--- src/rtl/cmat_operand_sequencer.sv ---
// rtl/cmat_operand_sequencer.sv - buffers two NxN complex matrices and replays (A[i][k], B[k][j]) operand pairs
module cmat_operand_sequencer #(
  parameter int N = 4,
  parameter int W = 8,
  localparam int CW = (N <= 2) ? 1 : $clog2(N)
) (
  input  logic          clk,
  input  logic          rst,
  input  logic          in_valid,
  output logic          in_ready,
  input  logic [W-1:0]  in_real,
  input  logic [W-1:0]  in_imag,
  output logic          out_valid,
  input  logic          out_ready,
  output logic [W-1:0]  a_real,
  output logic [W-1:0]  a_imag,
  output logic [W-1:0]  b_real,
  output logic [W-1:0]  b_imag,
  output logic          out_first,
  output logic          out_last,
  output logic [CW-1:0] out_row,
  output logic [CW-1:0] out_col,
  output logic          done
);

  localparam int AW = (N * N <= 2) ? 1 : $clog2(N * N);
  localparam logic [CW-1:0] LAST = CW'(N - 1);

  typedef enum logic [1:0] {LOAD_A, LOAD_B, ISSUE} state_t;

  state_t state, state_nxt;

  logic [CW-1:0] r, c;
  logic [CW-1:0] i, j, k;
  logic          in_fire, out_fire;
  logic          load_last, issue_last;

  logic [2*W-1:0] mem_a [N*N];
  logic [2*W-1:0] mem_b [N*N];
  logic [AW-1:0]  wr_addr, a_addr, b_addr;
  logic [2*W-1:0] a_word, b_word;

  assign in_ready   = !rst && (state != ISSUE);
  assign out_valid  = (state == ISSUE);
  assign in_fire    = in_valid && in_ready;
  assign out_fire   = out_valid && out_ready;
  assign load_last  = (r == LAST) && (c == LAST);
  assign issue_last = (i == LAST) && (j == LAST) && (k == LAST);

  always_ff @(posedge clk or posedge rst) begin
    if (rst) begin
      state <= LOAD_A;
    end else begin
      state <= state_nxt;
    end
  end

  always_comb begin
    state_nxt = state;
    case (state)
      LOAD_A:  if (in_fire && load_last) state_nxt = LOAD_B;
      LOAD_B:  if (in_fire && load_last) state_nxt = ISSUE;
      ISSUE:   if (out_fire && issue_last) state_nxt = LOAD_A;
      default: state_nxt = LOAD_A;
    endcase
  end

  // Load and issue counters both wrap to zero, so each phase starts clean.
  always_ff @(posedge clk or posedge rst) begin
    if (rst) begin
      r    <= '0;
      c    <= '0;
      i    <= '0;
      j    <= '0;
      k    <= '0;
      done <= 1'b0;
    end else begin
      done <= out_fire && issue_last;
      if (in_fire) begin
        if (c == LAST) begin
          c <= '0;
          r <= (r == LAST) ? '0 : r + 1'b1;
        end else begin
          c <= c + 1'b1;
        end
      end
      if (out_fire) begin
        if (k == LAST) begin
          k <= '0;
          if (j == LAST) begin
            j <= '0;
            i <= (i == LAST) ? '0 : i + 1'b1;
          end else begin
            j <= j + 1'b1;
          end
        end else begin
          k <= k + 1'b1;
        end
      end
    end
  end

  assign wr_addr = AW'(int'(r) * N + int'(c));
  assign a_addr  = AW'(int'(i) * N + int'(k));
  assign b_addr  = AW'(int'(k) * N + int'(j));

  // Operand storage carries no reset; contents are don't-care until loaded.
  always_ff @(posedge clk) begin
    if (in_fire) begin
      if (state == LOAD_A) begin
        mem_a[wr_addr] <= {in_real, in_imag};
      end else begin
        mem_b[wr_addr] <= {in_real, in_imag};
      end
    end
  end

  assign a_word    = mem_a[a_addr];
  assign b_word    = mem_b[b_addr];
  assign a_real    = a_word[2*W-1:W];
  assign a_imag    = a_word[W-1:0];
  assign b_real    = b_word[2*W-1:W];
  assign b_imag    = b_word[W-1:0];
  assign out_first = out_valid && (k == '0);
  assign out_last  = out_valid && (k == LAST);
  assign out_row   = i;
  assign out_col   = j;

endmodule

--- config.mk ---
export PLATFORM = sky130hd
export DESIGN_NAME = cmat_operand_sequencer
export DESIGN_NICKNAME = d
export VERILOG_FILES = /design/src/rtl/cmat_operand_sequencer.sv
export SDC_FILE = /design/constraint.sdc
export NUM_CORES = 1
export LEC_CHECK = 0
export ABC_AREA = 1
export BUFFER_PORTS_ARGS = -buffer_cell sky130_fd_sc_hd__buf_2
export CAP_MARGIN = 10
export CORE_AREA = 4 4 261 263
export DETAILED_ROUTE_END_ITERATION = 8
export DIE_AREA = 0 0 265 267
export GPL_TIMING_DRIVEN = 0
export PLACE_DENSITY = 0.48
export SETUP_SLACK_MARGIN = 0.05
export SKIP_CTS_REPAIR_TIMING = 1
export SYNTH_ARGS = -nofsm -noshare
export SYNTH_HDL_FRONTEND = slang
export SYNTH_SLANG_ARGS = --single-unit
--- constraint.sdc ---
create_clock -name clk -period 2.5 [get_ports clk]
set_clock_uncertainty 0.1 [all_clocks]
set_input_delay 0.25 -clock clk [delete_from_list [all_inputs] [get_ports clk]]
set_output_delay 0.25 -clock clk [all_outputs]
set_load 0.05 [all_outputs]
======== Yosys cells after proc, flatten, opt, wreduce, memory -nomap -nowiden ========
Memories as Yosys holds them, arrays and structs flattened.
Cells that the tools add are included.
word-level totals
  register bits ........................... 13
  memory bits (writable) .................. 512
  input port bits ......................... 20
  output and inout bits ................... 41
  logic and storage cells ................. 60
  memories kept ........................... 2
operators by class
  add/sub/neg operators ................... 8
  eq/ne operators ......................... 11
  multiplexer cells ....................... 15
  reduce and logical (&&, ||, !) cells .... 17
memory list
  memory  depth  bits a word  rd ports  clocked after memory_dff  wr ports  line  text
  mem_a   16     16           1         0                         1         38    logic [2*W-1:0] mem_a [N*N];
  mem_b   16     16           1         0                         1         39    logic [2*W-1:0] mem_b [N*N];
operator list
  cell                                            count
  2-to-1 mux 2 bit                                8
  adder 4 x 2 -> 4 bit                            3
  == test 2 bit (second input constant)           6
  adder 2 x 1 -> 2 bit (second input constant)    5
  logical AND 1 bit                               10
  2-to-1 mux 1 bit                                6
  != test 2 bit (second input constant)           3
  one-hot mux 2 bit (3 select lines)              1
  AND reduction 3 bit                             2
  zero test 2 bit                                 2
  AND reduction 2 bit                             2
  == test 2 x 1 -> 1 bit (second input constant)  1
  != test 2 x 1 -> 1 bit (second input constant)  1
  zero test 1 bit                                 1

======== Depth between registers and ports, before layout ========
  word-level depth ........................ 6
  depth in mapped cells ................... 9
  depth with buffers taken out ............ 8

======== Worst setup path before layout ========
OpenSTA, ideal clock, no wires.
  path type ............................... register to register
  start point ............................. register r[0]
  end point ............................... memory mem_b[11][0] (netlist bit), enable pin
  setup time .............................. 0.409 ns
  arrival ................................. 2.105 ns
  data required time ...................... 1.991 ns
  slack ................................... -0.114 ns
  cell stages (with the launch flop) ...... 5
  buffers on the path ..................... 0
  clock period less this slack ............ 2.614 ns
  path through ............................ dfrtp_1 > inv_1 > ha_1 > clkinv_1 > nor3_1
between the ends
  longest elaborated chain between the ends .. 1
RTL lines
  element                 line  text
  from (decl)             33    logic [CW-1:0] r, c;
  from (signal assigned)  82    r <= (r == LAST) ? '0 : r + 1'b1;
  adder 4 x 2 -> 4 bit    103   assign wr_addr = AW'(int'(r) * N + int'(c));
  to (decl)               39
Every way passes these cells.

======== Final worst setup path ========
  start point ............................. register k[0]
  end point ............................... output port a_real[2]
between the ends
  longest elaborated chain between the ends .. 2
RTL lines
  element                    line  text
  from (decl)                34    logic [CW-1:0] i, j, k;
  from (signal assigned)     97    k <= k + 1'b1;
  adder 4 x 2 -> 4 bit       104   assign a_addr = AW'(int'(i) * N + int'(k));
  memory read (16 x 16 bit)  n/a
  to (decl)                  15    output logic [W-1:0] a_real,
Every way passes these cells.

==> impl_metrics.json <==
{
  "yosys.area.top_type": "edfxtp_1",
  "viasPerCell": 4.82,
  "fin_cells": 3278,
  "synthCells": 2187,
  "clock_path_buffers": 3,
  "cp_max_fo": 10,
  "gp_congestion": 0.817,
  "die_area_um2": 70800,
  "row_count": 94,
  "synth-seq-cells": 525,
  "path_clk_slew_ns": 0.06,
  "wl_per_cell_um": 21.3,
  "area_delta_synth_final_pct": 23.7,
  "synth-adder-area-share_pct": 0.656,
  "synth.area.top_cells": "edfxtp_1, nand2_1, nand3_1, inv_1, buf_2",
  "endpoint_kind": "primary output",
  "portBuffers": 60,
  "syn-num-nets": 2219,
  "initialDrtViolationCount": 1418,
  "final-max-slew-violation-count": 0,
  "wl_met1_mm": 30.1,
  "hold_class": "in2reg",
  "max_cap_viol_count": 0,
  "finalCritPeriodShare_pct": 104,
  "cts_inserted_buffers": 54,
  "final_layout_size_suffix_gt1_share_pct": 18.4,
  "seq_area_frac_synth_pct": 68.6,
  "synth_top_area_share_pct": 67.2,
  "cts.sinks": 525,
  "power_per_cell_area_nw_per_um2": 1100,
  "track_usage_pct": 19.3,
  "wirelength_mm": 69.7,
  "final_nets": 2403,
  "critical_path_class": "reg2out",
  "dp.cells": 3139,
  "top_layer_used": "met4",
  "start_util_pct": 34.8,
  "power.total_uw": 31200,
  "status": "complete, but fails checks",
  "p_leak_uw": 0.0120,
  "fin_tns_setup_ns": -1.61,
  "worst-r2r-setup-slack_ns": 0.11,
  "critical_path_required_ns": 2.15,
  "ioPinCount": 61,
  "cts_tree": "built",
  "relSlewSlack_pct": 37.6,
  "cts_root_buffer": "clkbuf_16",
  "core_um2": 65600,
  "finalWorstSetupSlack_ns": -0.110,
  "worst_pin_slew_ns": 0.936,
  "avgSynthCellArea_um2": 10.5,
  "antenna_cells": 0,
  "clk_latency_ns": 0.60,
  "die_w_um": 265,
  "synth.cell_area_um2": 22900,
  "antenna_found_initial": 0,
  "yosys.area_share.simple_pct": 21.3,
  "grt_max_degree": 33,
  "synth_compound_area_share_pct": 0.317,
  "setup_viol": 31,
  "firstDrtPassIters": 5,
  "num_vias": 15800,
  "arrival_ns": 2.26,
  "synth_warnings": 0,
  "htree_levels": 2,
  "fmax_ghz": 0.383,
  "muxShareOfSynthArea_pct": 0,
  "ir_worst_vdd_v": 0.000854,
  "yosysUniqueCellTypes": 27,
  "period_minus_slack_ns": 2.61,
  "preCtsSetupSlack_ns": -0.458,
  "dr_wl_met2_mm": 33.1,
  "postLayoutCoreUtil_pct": 43.1,
  "hpwl_mm": 45.3,
  "drc": 0,
  "start_kind": "flop",
  "antenna_left": 0,
  "wl_met3_mm": 4.24,
  "grt_pass1_wl_mm": 100,
  "die-height_um": 267,
  "hold_violations": 0,
  "grt_pass1_vias": 15100,
  "violations": "setup timing",
  "synth_top_family_by_area": "simple AND/OR/NAND/NOR gates",
  "grt_remaining_overflow": 0,
  "synth_xor_area_share_pct": 0,
  "rsz0062_at_grt": "true"
}
==> worst paths after layout <==
path / startpoint / end / cells after the start
min reg2reg: r[0] / r[0] / 2
min: rst / state[0] / 6
max in group asynchronous: rst / out_col[0] / 3
max reg2reg: r[0] / mem_b[2][11] / 5
max: k[0] / a_real[2] / 9
min in group asynchronous: rst / r[0] / 3
==> kinds of logic after synthesis <==
family	count (synthesis)
buffers and inverters	518
and+or+nand+nor	1120
AOI/OAI and AO/OA	12
adders and majority gates	12
DFF	525
==> power by group <==
group          internal [uW]  leakage, uW  switching [uW]
registers               9980      0.00476             165
logic                   4340      0.00648            9050
clock network           4300     0.000793            3310
total                  18600       0.0120           12500
==> registers in the layout, indices dropped and copies added (netlist names) <==
register and flops:
r 2, c 2, out_col 2, mem_b 256, out_row 2, done 1
mem_a 256, k 2, state 2
==> cells in the mapped netlist, drive strengths merged <==
library cell,instances
buf,87
edfxtp,512
nand3,389
o22ai,1
nor3,30
o21ai,10
nor2,11
a21oi,1
ha,12
dfrtp,13
or2,1
inv,407
clkbuf,21
clkinv,3
nand2,689
==> per-layer routing <==
layer,global-route usage (%),up-vias
li1,-,7457
met1,26.6,7727
met2,31.6,507
met3,2.90,115
met4,6.27,0
met5,0,-
==> layout by cell type (no fill, tap or decap), types with 20 or more instances in the layout <==
cell type	synthesis	final
nor3_4	0	27
nand2_2	1	20
inv_1	401	398
buf_8	0	35
clkbuf_16	0	56
buf_6	2	65
nand3_2	0	59
buf_2	66	36
edfxtp_1	512	512
buf_4	10	58
clkbuf_1	21	23
nand3_1	388	322
nand2_1	686	663
==> through the flow <==
stage | hold WS (ns) | instance area, um2
after floorplan | 0.0570 | 22900
after global placement | 0.272 | 24300
after detailed placement | 0.290 | 24900
after CTS | -0.370 | 26500
after global routing | 0.106 | 28300
final | 0.0813 | 28300
==> layout make-up <==
class                      count  area, um2
fill                        6213      37300
sequential                   525      15700
multi-input combinational   1144       5780
inverter                     410       1570
clock buffer                  83       1530
timing repair buffer         127       1370
buffer                       108       1140
tap                          864       1080
clock inverter                16        110
timing repair inverter         1       8.76
==> critical path, stage by stage (launching register included) <==
cell and delay, ns:
dfrtp_1 0.41, buf_12 0.17, buf_12 0.16, buf_6 0.16
nand2_1 0.07, nand3_1 0.10, nand3_1 0.12, nand3_1 0.14
nand2_2 0.14, buf_8 0.15
Power figures use the tool's default switching activity.
